$ cat config.mk
export PLATFORM = sky130hd
export DESIGN_NAME = mycpu_mc_param
export DESIGN_NICKNAME = d
export VERILOG_FILES = /design/src/rtl/mycpu_mc_param.sv
export SDC_FILE = /design/constraint.sdc
export NUM_CORES = 2
export LEC_CHECK = 0
export BUFFER_PORTS_ARGS = -buffer_cell sky130_fd_sc_hd__buf_4
export CAP_MARGIN = 20
export CORE_MARGIN = 4
export CORE_UTILIZATION = 35
export DETAILED_ROUTE_END_ITERATION = 10
export HOLD_SLACK_MARGIN = 0.05
export PLACE_DENSITY_LB_ADDON = 0.1
export SKIP_CTS_REPAIR_TIMING = 1
export SYNTH_ARGS = -nofsm -noshare
export SYNTH_HDL_FRONTEND = slang
export SYNTH_SLANG_ARGS = --single-unit
$ cat constraint.sdc
create_clock -name clk -period 2.9 [get_ports clk]
set_input_delay 0.29 -clock clk [delete_from_list [all_inputs] [get_ports clk]]
set_output_delay 0.29 -clock clk [all_outputs]
set_load 0.03 [all_outputs]
$ cat src/rtl/mycpu_mc_param.sv
// Multi-cycle LoongArch32 subset CPU (IF/ID/EX/MEM/WB + HALT) with a ready-handshaked data port.
// Define MCCPU_PERF_EN to add the cycle_cnt / instret_cnt performance counters.
module mycpu_mc_param #(
  parameter int          IADDR_W  = 10,
  parameter int          DADDR_W  = 10,
  parameter logic [31:0] RESET_PC = 32'h1c000000
) (
  input  logic               clk,
  input  logic               rstn,
  output logic [IADDR_W-1:0] inst_ram_addr,
  input  logic [31:0]        inst_ram_rdata,
  output logic               data_ram_req,
  output logic               data_ram_we,
  output logic [DADDR_W-1:0] data_ram_addr,
  output logic [31:0]        data_ram_wdata,
  input  logic [31:0]        data_ram_rdata,
  input  logic               data_ram_ready,
  output logic [31:0]        pc,
  output logic [31:0]        ir,
  output logic [2:0]         state,
  output logic               retire,
  output logic               halted,
  input  logic [4:0]         dbg_raddr,
  output logic [31:0]        dbg_rdata
`ifdef MCCPU_PERF_EN
  ,
  output logic [31:0]        cycle_cnt,
  output logic [31:0]        instret_cnt
`endif
);

  typedef enum logic [2:0] {
    S_IF   = 3'd0,
    S_ID   = 3'd1,
    S_EX   = 3'd2,
    S_MEM  = 3'd3,
    S_WB   = 3'd4,
    S_HALT = 3'd7
  } state_t;

  state_t cur, nxt;

  logic [31:0] gpr [0:31];
  logic [31:0] opa, opb, imm, y, mdr;

  logic [4:0] rd, rj, rk;
  assign rd = ir[4:0];
  assign rj = ir[9:5];
  assign rk = ir[14:10];

  logic is_add, is_sub, is_addi, is_ld, is_st, is_lu12i, is_b, is_beq, is_bne;
  logic is_branch, valid;
  assign is_add    = (ir[31:15] == 17'h00020);
  assign is_sub    = (ir[31:15] == 17'h00022);
  assign is_addi   = (ir[31:22] == 10'h00A);
  assign is_ld     = (ir[31:22] == 10'h0A2);
  assign is_st     = (ir[31:22] == 10'h0A6);
  assign is_lu12i  = (ir[31:25] == 7'h0A);
  assign is_b      = (ir[31:26] == 6'h14);
  assign is_beq    = (ir[31:26] == 6'h16);
  assign is_bne    = (ir[31:26] == 6'h17);
  assign is_branch = is_b | is_beq | is_bne;
  assign valid     = is_add | is_sub | is_addi | is_ld | is_st | is_lu12i | is_branch;

  logic [31:0] imm_val;
  always_comb begin
    imm_val = {{20{ir[21]}}, ir[21:10]};
    if (is_lu12i)            imm_val = {ir[24:5], 12'b0};
    else if (is_b)           imm_val = {{4{ir[9]}}, ir[9:0], ir[25:10], 2'b00};
    else if (is_beq | is_bne) imm_val = {{14{ir[25]}}, ir[25:10], 2'b00};
  end

  logic [31:0] alu;
  logic        taken;
  always_comb begin
    alu = opa + imm;
    if (is_add)      alu = opa + opb;
    else if (is_sub) alu = opa - opb;
  end
  assign taken = is_b | (is_beq & (opa == opb)) | (is_bne & (opa != opb));

  always_ff @(posedge clk) begin
    if (!rstn) cur <= S_IF;
    else       cur <= nxt;
  end

  always_comb begin
    nxt    = cur;
    retire = 1'b0;
    case (cur)
      S_IF:  nxt = S_ID;
      S_ID:  nxt = valid ? S_EX : S_HALT;
      S_EX: begin
        if (is_branch) begin
          nxt    = S_IF;
          retire = 1'b1;
        end else if (is_ld | is_st) nxt = S_MEM;
        else                        nxt = S_WB;
      end
      S_MEM: begin
        if (data_ram_ready) begin
          nxt    = is_ld ? S_WB : S_IF;
          retire = is_st;
        end
      end
      S_WB: begin
        nxt    = S_IF;
        retire = 1'b1;
      end
      default: nxt = S_HALT;
    endcase
  end

  // r0 is never written, so its flop stays at the reset value of zero.
  always_ff @(posedge clk) begin
    if (!rstn) begin
      pc  <= RESET_PC;
      ir  <= '0;
      opa <= '0;
      opb <= '0;
      imm <= '0;
      y   <= '0;
      mdr <= '0;
      for (int i = 0; i < 32; i++) gpr[i] <= '0;
    end else begin
      case (cur)
        S_IF: ir <= inst_ram_rdata;
        S_ID: begin
          opa <= is_lu12i ? 32'd0 : gpr[rj];
          opb <= (is_st | is_beq | is_bne) ? gpr[rd] : gpr[rk];
          imm <= imm_val;
        end
        S_EX: begin
          y <= alu;
          if (is_branch) pc <= taken ? pc + imm : pc + 32'd4;
        end
        S_MEM: begin
          if (data_ram_ready) begin
            if (is_ld) mdr <= data_ram_rdata;
            else       pc  <= pc + 32'd4;
          end
        end
        S_WB: begin
          if (rd != 5'd0) gpr[rd] <= is_ld ? mdr : y;
          pc <= pc + 32'd4;
        end
        default: ;
      endcase
    end
  end

  assign inst_ram_addr  = pc[IADDR_W+1:2];
  assign data_ram_req   = (cur == S_MEM);
  assign data_ram_we    = is_st;
  assign data_ram_addr  = y[DADDR_W+1:2];
  assign data_ram_wdata = opb;
  assign state          = cur;
  assign halted         = (cur == S_HALT);
  assign dbg_rdata      = gpr[dbg_raddr];

`ifdef MCCPU_PERF_EN
  always_ff @(posedge clk) begin
    if (!rstn) begin
      cycle_cnt   <= '0;
      instret_cnt <= '0;
    end else begin
      if (cur != S_HALT) cycle_cnt <= cycle_cnt + 32'd1;
      if (retire)        instret_cnt <= instret_cnt + 32'd1;
    end
  end
`endif

endmodule

==> impl_metrics.py <==
metrics = {
    "status": {
        "status": "finished with violations",
        "violations": "setup timing",
    },
    "clock_tree": {
        "h-tree-depth": 4,
        "clock_latency_ns": 0.86,
        "clkSinkCount": 1266,
        "tritoncts": "yes",
        "ctsRootBufferMaster": "clkbuf_16",
        "clk_path_buf_depth": 3,
        "numCtsBuffers": 156,
        "clk_pin_slew_worst_paths_ns": 0.06,
    },
    "logic_synthesis": {
        "async_flop_share_pct": 0,
        "syn_inst": 6251,
        "yosysSeqAreaShare_pct": 42.5,
        "synth_common_cells": "1280 x mux4_2, 1181 x nor2_1, 1024 x edfxtp_1",
        "syn_area_sq_um": 83700,
        "syn_avg_cell_area_sq_um": 13.4,
        "synth_top_area_share_pct": 36.7,
        "ys_warn_count": 0,
        "synth_ff_type": "edfxtp_1",
        "ys_seq_elements": 1266,
        "synth_top_cell_by_area": "edfxtp_1",
        "yosysMostFrequentCell": "mux4_2",
        "synthTopCellsByArea": "edfxtp_1 37%, mux4_2 34%, dfxtp_1 5.8%",
        "synthDistinctLibCells": 95,
        "synth-edff-count": 1024,
    },
    "detailed_routing": {
        "drc": 0,
        "highest_layer": "met5",
        "wl_per_cell_um": 39.0,
        "wl_met3_um": 43600,
        "wirelength_um": 405000,
        "vias": 67100,
        "met1Wirelength_um": 156000,
        "vias_per_cell": 6.45,
        "dr.pass1.iters": 6,
        "wl_met2_um": 185000,
        "ant_nets": 0,
        "drt_iter0_markers": 8960,
    },
    "place": {
        "place_congestion": 0.945,
        "port_buffers": 226,
        "hpwl_um": 266000,
        "dpl_cell_area_sq_um": 97400,
    },
    "worst_setup_path": {
        "r2r-end": "y[28]",
        "r2r_start": "data_ram_wdata[0]",
        "crit_path_end_kind": "flip-flop",
        "crit_required_ns": 3.66,
        "worstPathArrival_ns": 3.93,
        "path_class": "flip-flop to flip-flop",
        "reg2reg_slack_ns": -0.27,
        "r2r_cells": 16,
        "crit_path_start": "data_ram_wdata[0]",
        "crit_path_max_fanout": 3,
        "start_kind": "flip-flop",
    },
    "floorplanning": {
        "dieHeight_um": 497,
        "dieArea_sq_um": 247000,
        "ios": 227,
        "rows": 179,
        "core_sq_um": 238000,
        "die-width_um": 497,
        "initial_core_util_pct": 35.2,
    },
    "global_routing": {
        "track_usage_pct": 31.8,
        "grt_pass1_vias": 64500,
        "grt_max_degree": 83,
        "overflow": 0,
        "grt_first_pass_wirelength_um": 547000,
        "antenna_found_initial": 19,
    },
    "final_layout": {
        "multi_input_area_sq_um": 47500,
        "nFillCells": 21500,
        "seq_area_sq_um": 35700,
        "utilization_pct": 44.9,
        "drive_gt1_share_pct": 44.6,
        "syn_to_final_growth_pct": 27.7,
        "final_cell_area_sq_um": 107000,
        "fin_nets": 7301,
    },
    "power_and_ir_drop": {
        "power_density_nw_per_um2": 832,
        "irDropWorstVdd_mv": 0.675,
        "power_mw": 88.9,
        "power.leakage_nw": 36.7,
    },
    "min_path": {
        "timing.hold.worst.class": "primary input to flip-flop",
        "min_to": "pc[26]",
        "hold_depth": 3,
        "hp-start": "rstn",
    },
    "sta": {
        "worst_hold_slack_ns": 0.0946,
        "setup_viol": 70,
        "clock.fmax_mhz": 315,
        "finalMaxSlewViolations": 0,
        "worstMarginPinSlew_ns": 1.06,
        "rsz0062_at_grt": "true",
        "finalClockSkew_ns": 0.0314,
        "layout_setup_ws_ns": -0.274,
        "hold_violations": 0,
        "min_period_ns": 3.17,
        "relSlewSlack_pct": 29.5,
        "post-route-period-util_pct": 109,
    },
    "job": {
        "cap_violations": 0,
    },
}
## critical path: stages, from the launching register on
cell       delay, ns
dfxtp_4         0.34
buf_4           0.13
ha_4            0.14
inv_2           0.04
fa_2            0.37
nor2_4          0.11
o311a_4         0.19
o21ai_4         0.07
o41ai_4         0.30
buf_6           0.18
a2111oi_4       0.07
buf_4           0.18
o41ai_4         0.23
a21oi_2         0.09
xnor2_1         0.13
a221o_1         0.30
a211oi_2        0.21
## layout by cell type, fill, tap and decap left out, types with 45 or more instances in the layout
cell           count
a21oi_1          261
o211ai_1          49
nor3_1            45
a22oi_1           46
xnor2_1           57
dfxtp_1          194
buf_4            884
mux2_4            50
nor2_1          1173
mux2_2            46
edfxtp_1        1024
inv_1             78
mux4_2          1280
o21ai_0           94
nand2_1          331
a21oi_2           48
buf_12           250
clkbuf_16        172
dlygate4sd3_1     65
buf_6             76
ha_1             107
## worst max path at each step
stage,endpoint,cells past startpoint
final,y[28],16
after global routing,y[28],16
after CTS,y[30],16
after detailed placement,y[30],16
after global placement,y[30],16
after floorplan,pc[26],12
## where the power goes
| group | internal, mW | leakage, nW | switching [mW] |
|---|---|---|---|
| registers | 21.0 | 12.5 | 1.75 |
| logic | 21.2 | 21.6 | 24.2 |
| clock network | 11.9 | 2.54 | 8.91 |
## through the flow
step                      cells  worst slack [ns]  TNS (ns)
final                     10400            -0.274     -7.82
after global routing      10400            -0.439    -13.77
after CTS                 10200            -0.739    -23.79
after detailed placement   9881            -0.718    -12.18
after global placement     9881            -0.759    -12.16
after floorplan            6282           -0.0520     -7.27
## cell type report
type / instances / area share, %
Antenna cell: 6 / 0.0140
Clock buffer: 197 / 3.90
Clock inverter: 91 / 1.08
Inverter: 88 / 0.320
Multi-Input combinational cell: 4273 / 44.4
Sequential cell: 1266 / 33.4
Tap cell: 3167 / 3.71
Timing Repair Buffer: 1315 / 13.1
## routing by layer
metal	track usage (%)	vias up
met1	42.2	35200
met2	49.5	4527
met3	7.93	914
li1	-	26500
met4	13.8	10
met5	0.174	-
## cell families (layout without fill, tap and decap cells)
kind of cell             count (synthesis)  in the layout  share of synthesized area (%)
AND/OR/NAND/NOR                       1814           1814                           8.84
multiplexers                          1447           1447                           36.6
flip-flops                            1266           1266                           42.5
AO/OA/AOI/OAI                          769            769                           5.76
buffers and inverters                  743           1691                           3.48
adder cells (fa/ha/maj)                129            129                           1.96
XOR/XNOR                                82             82                          0.858
other                                    1             38                        0.00448
## flip-flops by register name, summed over array words and instances, names as in the netlist, named ones only
signal	flops
ir	32
y	32
imm	32
opa	32
data_ram_wdata	32
pc	32
gpr	1024
state	3
mdr	32
No activity file was read; power rests on OpenSTA's default activity.
